File: src/rtl/counter_step_arbiter.sv
// Round-robin arbiter that shares one up/down counter between two burst requesters.
// Drives the counter's enable, direction and clear, and keeps a shadow copy of its value.
module counter_step_arbiter #(
  parameter int unsigned CNT_W = 4,
  parameter int unsigned LEN_W = 4
) (
  input  logic             clk_i,
  input  logic             rst_i,
  input  logic             req0_i,
  input  logic             dir0_i,
  input  logic [LEN_W-1:0] len0_i,
  output logic             ack0_o,
  output logic             done0_o,
  input  logic             req1_i,
  input  logic             dir1_i,
  input  logic [LEN_W-1:0] len1_i,
  output logic             ack1_o,
  output logic             done1_o,
  input  logic             hold_i,
  input  logic             clr_i,
  output logic             ce_o,
  output logic             ctr_o,
  output logic             cnt_rst_o,
  output logic             busy_o,
  output logic             owner_o,
  output logic [CNT_W-1:0] shadow_o
);

  typedef enum logic [1:0] {StIdle, StClr, StRun, StDone} state_e;

  state_e             state_q, state_d;
  logic               dir_q, dir_d;
  logic [LEN_W-1:0]   rem_q, rem_d;
  logic               owner_q, owner_d;
  logic               last_q, last_d;
  logic [CNT_W-1:0]   shadow_q, shadow_d;

  logic               gnt_any;
  logic               gnt_sel;
  logic               idle_grant;
  logic               step;
  logic [LEN_W-1:0]   sel_len;

  // Grant selection: a lone request wins, a tie goes to the requester not served last.
  always_comb begin
    gnt_any    = req0_i | req1_i;
    gnt_sel    = (req0_i & req1_i) ? ~last_q : req1_i;
    idle_grant = (state_q == StIdle) & ~clr_i & gnt_any;
    sel_len    = gnt_sel ? len1_i : len0_i;
    step       = (state_q == StRun) & ~hold_i;
  end

  // Next-state and datapath updates.
  always_comb begin
    state_d  = state_q;
    dir_d    = dir_q;
    rem_d    = rem_q;
    owner_d  = owner_q;
    last_d   = last_q;
    shadow_d = shadow_q;
    unique case (state_q)
      StIdle: begin
        if (clr_i) begin
          state_d = StClr;
        end else if (gnt_any) begin
          dir_d   = gnt_sel ? dir1_i : dir0_i;
          rem_d   = sel_len;
          owner_d = gnt_sel;
          last_d  = gnt_sel;
          state_d = (sel_len == '0) ? StDone : StRun;
        end
      end
      StClr: begin
        shadow_d = '0;
        state_d  = StIdle;
      end
      StRun: begin
        if (step) begin
          rem_d    = rem_q - LEN_W'(1);
          shadow_d = dir_q ? shadow_q + CNT_W'(1) : shadow_q - CNT_W'(1);
          if (rem_q == LEN_W'(1)) begin
            state_d = StDone;
          end
        end
      end
      StDone: begin
        state_d = StIdle;
      end
      default: state_d = StIdle;
    endcase
  end

  // State register with synchronous reset; last grant resets to 1 so requester 0 wins first.
  always_ff @(posedge clk_i) begin
    if (rst_i) begin
      state_q  <= StIdle;
      dir_q    <= 1'b0;
      rem_q    <= '0;
      owner_q  <= 1'b0;
      last_q   <= 1'b1;
      shadow_q <= '0;
    end else begin
      state_q  <= state_d;
      dir_q    <= dir_d;
      rem_q    <= rem_d;
      owner_q  <= owner_d;
      last_q   <= last_d;
      shadow_q <= shadow_d;
    end
  end

  // Output decode from state, plus the combinational ack/enable paths.
  always_comb begin
    ack0_o    = idle_grant & ~gnt_sel;
    ack1_o    = idle_grant & gnt_sel;
    done0_o   = (state_q == StDone) & ~owner_q;
    done1_o   = (state_q == StDone) & owner_q;
    ce_o      = step;
    ctr_o     = dir_q;
    cnt_rst_o = (state_q == StClr);
    busy_o    = (state_q != StIdle);
    owner_o   = owner_q;
    shadow_o  = shadow_q;
  end

endmodule

File: config.mk
export PLATFORM = sky130hd
export DESIGN_NAME = counter_step_arbiter
export DESIGN_NICKNAME = d
export VERILOG_FILES = /design/src/rtl/counter_step_arbiter.sv
export SDC_FILE = /design/constraint.sdc
export NUM_CORES = 1
export LEC_CHECK = 0
export CAP_MARGIN = 10
export CORE_ASPECT_RATIO = 1.2
export CORE_MARGIN = 1
export CORE_UTILIZATION = 23
export DETAILED_ROUTE_END_ITERATION = 7
export HOLD_SLACK_MARGIN = 0.02
export SYNTH_ARGS = -nofsm -noshare
export SYNTH_HDL_FRONTEND = slang
export SYNTH_SLANG_ARGS = --single-unit
File: constraint.sdc
create_clock -name clk_i -period 1.9 [get_ports clk_i]
set_clock_uncertainty 0.05 [all_clocks]
set_input_delay 0.38 -clock clk_i [delete_from_list [all_inputs] [get_ports clk_i]]
set_output_delay 0.38 -clock clk_i [all_outputs]
set_load 0.005 [all_outputs]
* Word-level counts from Yosys, hierarchy flattened
Cells that the tools add are included.
** Storage, ports and cells
- Output and inout port bits :: 13
- Register bits after elaboration :: 13
- Word-level logic and storage cells :: 58
** Cells by class
- Reduce and logical (&&, ||, !) cells :: 10
- Equality and inequality tests :: 9
- Multiplexer cells :: 16
- $add $sub $neg :: 3
- Bitwise operators :: 14
** Operator list (count)
- $mux W4 :: 6
- $pmux W4 S2 :: 2
- $and A1 B1 Y1 :: 8
- $mux W2 :: 4
- $sub A4 B1 Y4 const B :: 2
- $ne A2 B2 Y1 const B :: 3
- $pmux W2 S3 :: 1
- $reduce_and A3 Y1 :: 2
- $reduce_bool A2 Y1 :: 3
- $not A1 Y1 :: 5
- $add A4 B1 Y4 const B :: 1
- $eq A2 B2 Y1 const B :: 2
- $eq A4 B1 Y1 const B :: 1
- $logic_not A4 Y1 :: 1
- $reduce_and A4 Y1 :: 1
- $mux W1 :: 3
- $ne A3 B3 Y1 const B :: 1
- $eq A2 B1 Y1 const B :: 1
- $logic_not A2 Y1 :: 1
- $ne A2 B1 Y1 const B :: 1
- $reduce_and A2 Y1 :: 1
- $reduce_or A2 Y1 :: 1
- $or A1 B1 Y1 :: 1

* Logic depth before layout (Yosys ltp)
Gate-level depths: netlist of run 1.
- Word-level depth :: 8
- Depth in mapped cells :: 7

* Least setup slack after synthesis of run 1
Ideal clock, no wire load.
- Path type :: register to register
- Start :: reg dir_q, in the netlist ctr_o
- End :: reg shadow_q[3], in the netlist shadow_o[3]
- Buffers on the path :: 0
- Cell stages (with the launch flop) :: 7
- Slack :: 0.110 ns
- Arrival :: 1.666 ns
- Period minus slack after synthesis :: 1.790 ns
- Cell sequence :: dfxtp_1 > inv_1 > ha_1 > a21oi_1 > a21oi_1 > or4_1 > a31oi_1
** Between the ends
- Cells in the longest elaborated chain, start to end :: 3
** RTL lines
- start: declaration :: line 32 : logic dir_q, dir_d;
- start signal: assignment :: line 104 : dir_q <= dir_d;
- $mux W4 :: line 80 : shadow_d = dir_q ? shadow_q + CNT_W'(1) : shadow_q - CNT_W'(1);
- $mux W4 :: line 78 : if (step) begin
- $pmux W4 S2 :: line 61 : unique case (state_q)
- end signal: assignment :: line 108 : shadow_q <= shadow_d;
- end: declaration :: line 36 : logic [CNT_W-1:0] shadow_q, shadow_d;
No other way between the ends. The select of a mux whose other input is x is not followed.
A chain may end at the register's enable or synchronous reset.

* Final worst setup path of run 1
- Start :: reg state_q[1]
- End :: out done1_o
** Between the ends
- Cells in the longest elaborated chain, start to end :: 2
** RTL lines
- start: declaration :: line 31 : state_e state_q, state_d;
- start signal: assignment :: line 96 : state_q <= StIdle;
- start signal: assignment :: line 103 : state_q <= state_d;
- $eq A2 B2 Y1 :: line 117 : done1_o = (state_q == StDone) & owner_q;
- $and A1 B1 Y1 :: line 117
- end: declaration :: line 18 : output logic done1_o,
No other way between the ends.

==> results of run 1 <==
layer usage:
metal / part of all wire / global-route usage / vias up
met5: 0 / 0 / -
met1: 0.40 / 0.139 / 418
met3: 0.064 / 0.0326 / 5
met4: 0.020 / 0.0823 / 0
li1: - / - / 457
met2: 0.52 / 0.231 / 29
repair_timing:
action	CTS	global route
resized for setup	17	5
setup endpoints to repair	6	3
setup buffers	3	0
hold buffers	0	0
cloned	0	0
pin swaps	4	2
Yosys cell counts (all sizes together), types with 3 or more instances:
cell type  count
dfxtp         13
a21oi         10
ha             4
inv           10
nand2          4
o211ai         5
nand3          4
mux2           3
a31oi          3
nor2           8
o21ai          3
kinds of logic (layout without fill, tap and decap cells):
| group | after synthesis | after routing |
|---|---|---|
| AND/OR/NAND/NOR | 33 | 33 |
| AO/OA/AOI/OAI | 30 | 30 |
| flip-flops | 13 | 13 |
| buffers and inverters | 13 | 60 |
| adder cells (fa/ha/maj) | 5 | 5 |
| multiplexers | 4 | 4 |
| XOR/XNOR | 1 | 1 |
state kept, by name (all words and copies together) (netlist names):
name,count
rem_q,4
shadow_o,4
state_q,2
ctr_o,1
last_q,1
owner_o,1
where the power goes:
group          internal, mW  switching (mW)
sequential            0.297          0.0263
combinational         0.148           0.110
clock                 0.148           0.103
total                 0.594           0.239
how the worst max path moves through the flow:
stage	end	cells past startpoint
2_1_floorplan	shadow_o[3]	6
3_3_place_gp	ce_o	4
3_5_place_dp	ack1_o	4
4_1_cts	state_q[0]	5
5_1_grt	cnt_rst_o	4
6_report	done1_o	3
area by class of cell:
type                       instances  area (um2)
multi-input combinational         73         552
inverter                          10        37.5
sequential                        13         265
clock buffer                       4        45.0
tap                               37        46.3
timing repair buffer              46         405
fill                             345        2020
critical path, stage by stage (launching register included):
cell and delay, ns:
dfxtp_4 0.36, buf_4 0.13, and3_2 0.17, clkdlybuf4s50_1 0.49
==> metrics.cfg, run 1 <==
[status]
outcome=finished, final reports clean

[synthesis]
synth_top_area_frac=0.316
synthXorXnorAreaFrac=0.0106
muxShareOfSynthArea=0.0531
synthTopCellsByArea=dfxtp_1 32%, a21oi_1 6.1%, ha_1 6.1%, inv_1 4.6%, o211ai_1 4.6%
synth_area_um2=825
synth-compound-area-share=0.234
yosysWarningCount=0
synth_edf_count=0
synth_area_leader_cell=dfxtp_1
ys_ff_latch=13
synthesis.nets=120
synth_cells=99
synthFlopType=dfxtp_1
ys_types=36
synth_top_family_by_area=compound AO/OA/AOI/OAI gates
synthAdderAreaFrac=0.0850
syn_avg_cell_area_um2=8.33
synthSimpleGateAreaFrac=0.225
synth_seq_area_share=0.316
async_flop_share=0

[timing]
slew_viol_final=0
holdWs_ns=0.439
setup_ws_ns=0.0723
rsz0062_at_grt=no
min_period_over_period=0.962
finalSetupViolations=0
hold_viol_final=0
tightest_slew_ns=0.475
setup_tns_ns=0
max_slew_margin=0.680
max_freq_mhz=547
layout_min_cycle_time_ns=1.83

[grt]
overflow=0
grt_pass1_wl_um=3910
grt_max_degree=10
grt_pass1_vias=930
antenna_found_initial=0
grt.total_usage=0.130

[layout]
fin_util=0.401
num_antenna_cells=0
postLayoutCellArea_mm2=0.00135
fin_nets=168
syn_to_final_growth_pct=63.9
final_common_cell=clkdlybuf4s50_1
mostFrequentLayoutCells=20 x clkdlybuf4s50_1, 18 x buf_4, 11 x dfxtp_1
fin_cells=183
drive_gt1_frac=0.260

[detailed_routing]
dr_total_vias=909
via_per_inst=4.97
first_iter_violations=37
drc_errors=0
drtAntennaViolNets=0
wl_um=2200
wl_per_cell_um=12.0
first_pass_iters=4

[clock_network]
cts_buffers=3
ctsHtreeMaxLevel=1
clock-root-buffer=clkbuf_8
cts_tree=done
clk_latency_ns=0.25
cts_max_path_buffers=2
clkSinkCount=13
clk_pin_slew_ns=0.05

[die]
die_w_um=56.7
start_util=0.245
core_mm2=0.00337
die-height_um=67.6
boundaryPins=29
die_area_mm2=0.00383
rows=23

[power]
ir_drop_mv=0.285
p_leak_nw=0.552
report.power.total_uw=833
p_per_area_mw_per_mm2=616

[min_path]
hp-start=shadow_o[3]
whs_path_depth=2
hp-class=flop to flop
holdPathEnd=shadow_o[3]

[job]
maxCapViolations=0

[critical_path]
cp.required_ns=1.47
reg2regPathDepth=3
cp_max_fo=5
crit_type=flop to output pin
ff2ff_setup_slack_ns=0.18
crit_path_end_kind=output pin
r2r-end=state_q[0]
cp-startpoint=state_q[1]
r2r_start=rem_q[0]
arrival_ns=1.40
cp-start-kind=flop

[place]
place_congestion=0.855
dp_slack_ns=-0.345
place_inst=176
dpl.hpwl_um=1790
place_area_mm2=0.00124
portBuffers=28

Note: power is estimated with default switching activity, not from simulation.
==> inputs of run 2 (changes only) <==
- SLEW_MARGIN: default -> 10
==> results of run 2 <==
No change in the layout: final DEF, timing and power equal those of run 1.
==> inputs of run 3 (changes only) <==
- CORE_MARGIN: 1 -> default
- PLACE_DENSITY: default -> 0.57
- SKIP_LAST_GASP: default -> 1
==> run 3 against run 2 <==
  * Critical path depth did not move
  * Critical endpoint unchanged
  * Largest power group unchanged
  * Register-to-register slack got worse by 0.06 ns
  * First-iteration DRC count down 54%
==> metrics.cfg, run 3 (synthesized netlist as in run 1, its figures left out) <==
[detailed_routing]
first_pass_iters=4  ; unchanged
drc_errors=0  ; unchanged
wl_um=2370  ; +7.9%
drtAntennaViolNets=0  ; unchanged
via_per_inst=4.97  ; +0.12%
wl_per_cell_um=12.8  ; +6.2%
dr_total_vias=925  ; +1.8%
first_iter_violations=17  ; -54%

[place]
place_inst=179  ; +1.7%
dpl.hpwl_um=1840  ; +2.9%
place_congestion=0.766  ; -10%
portBuffers=28  ; unchanged

[grt]
grt.total_usage=0.134  ; +0.00364
grt_pass1_vias=946  ; +1.7%
overflow=0  ; unchanged
antenna_found_initial=0  ; unchanged
grt_max_degree=10  ; unchanged
grt_pass1_wl_um=3940  ; +0.69%

[die]
die_area_mm2=0.00383  ; unchanged
die_w_um=56.7  ; unchanged
die-height_um=67.6  ; unchanged
boundaryPins=29  ; unchanged
start_util=0.245  ; unchanged
core_mm2=0.00337  ; unchanged
rows=23  ; unchanged

[critical_path]
reg2regPathDepth=3  ; unchanged
crit_chain=buf_4 -> and3_2 -> clkdlybuf4s50_1
crit_path_end_kind=output pin
cp_max_fo=6  ; +1
slowest_stage=clkdlybuf4s50_1
cp.required_ns=1.47  ; about the same
arrival_ns=1.41  ; about the same
crit_path_max_incr_delay_ns=0.50  ; about the same
crit_type=flop to output pin
cp-start-kind=flop

[layout]
num_antenna_cells=0  ; unchanged
mostFrequentLayoutCells=20 x clkdlybuf4s50_1, 20 x buf_4, 11 x dfxtp_1
syn_to_final_growth_pct=64.8
fin_nets=171  ; +1.8%
fin_cells=186  ; +1.6%
fin_util=0.404  ; +0.00223
drive_gt1_frac=0.268  ; +0.00818

[power]
p_per_area_mw_per_mm2=610  ; -1.0%
ir_drop_mv=0.386  ; +35%
p_leak_nw=0.569  ; +3.0%

[timing]
hold_viol_final=0  ; unchanged
layout_min_cycle_time_ns=1.84  ; +0.0155 ns
slew_viol_final=0  ; unchanged
min_period_over_period=0.970  ; +0.00814
tightest_slew_ns=0.437  ; -0.0378 ns
holdWs_ns=0.437  ; -0.00256 ns
max_freq_mhz=543  ; -0.84%
setup_tns_ns=0  ; unchanged
max_slew_margin=0.705  ; +0.0254
rsz0062_at_grt=no
finalSetupViolations=0  ; unchanged

[clock_network]
cts_max_path_buffers=2  ; unchanged
clk_pin_slew_ns=0.06  ; about the same
ctsHtreeMaxLevel=1  ; unchanged
cts_tree=done
cts_buffers=3  ; unchanged
clock-root-buffer=clkbuf_8
ctsHoldBuffers=0  ; unchanged
clk_latency_ns=0.24  ; about the same
clkSinkCount=13  ; unchanged

[status]
outcome=finished, final reports clean

[job]
maxCapViolations=0  ; unchanged

[min_path]
whs_path_depth=2  ; unchanged
hp-class=flop to flop

run 3: cell types whose count changed in the layout (fill, tap and decap cells not counted), sizes merged:
| cell | change |
|---|---|
| dlygate4sd2 | -3 |
| buf | +4 |
| dlymetal6s2s | +1 |
| clkdlybuf4s15 | +1 |
run 3: final timing paths:
path / startpoint / end / slack [ns]
worst max register to register: rem_q[0] / state_q[0] / 0.12
worst max-delay path: state_q[1] / done1_o / 0.06
worst min register to register: shadow_o[3] / shadow_o[3] / 0.44
worst min-delay path: shadow_o[3] / shadow_o[3] / 0.44
run 3: what timing repair did:
| item | CTS | global route |
|---|---|---|
| pin swaps | 4 | 1 |
| buffers inserted | 3 | 0 |
| gates resized for setup | 19 | 4 |
| endpoints found under the setup margin | 8 | 8 |
| endpoints found under the hold margin | 0 | 0 |
run 3: cell type report:
class / count / area, um2
clock buffers: 4 / 45.0
fillers: 361 / 2010
inverters: 10 / 37.5
multi-input cells: 73 / 532
flip-flops and latches: 13 / 265
well taps: 37 / 46.3
repair buffers: 49 / 433
run 3: routing by layer:
layer,share of wire,global-route usage,vias up
met3,0.050,0.0268,4
li1,-,-,464
met5,0,0,-
met4,0.019,0.0823,0
met1,0.44,0.137,426
met2,0.49,0.250,31
run 3: worst max-delay path, delay by kind of cell (launching register included):
family | cells | cell delay [ns]
buffers and inverters | 2 | 0.64
and+or+nand+nor | 1 | 0.17
DFF | 1 | 0.36
run 3: power by group:
part           leakage, nW  internal (mW)  total [mW]  switching (mW)
registers            0.107          0.297       0.321          0.0245
logic                0.439          0.149       0.261           0.111
clock network       0.0228          0.148       0.247          0.0987
total                0.569          0.594       0.829           0.235
run 3: stage by stage:
stage | power [mW] | setup WS [ns] | area [um2]
global placement | 0.573 | -0.313 | 1260
detailed placement | 0.578 | -0.323 | 1260
CTS | 0.836 | -0.0564 | 1350
floorplan | 0.443 | 0.110 | 825
global route | 0.880 | 0.00564 | 1360
finish | 0.829 | 0.0569 | 1360
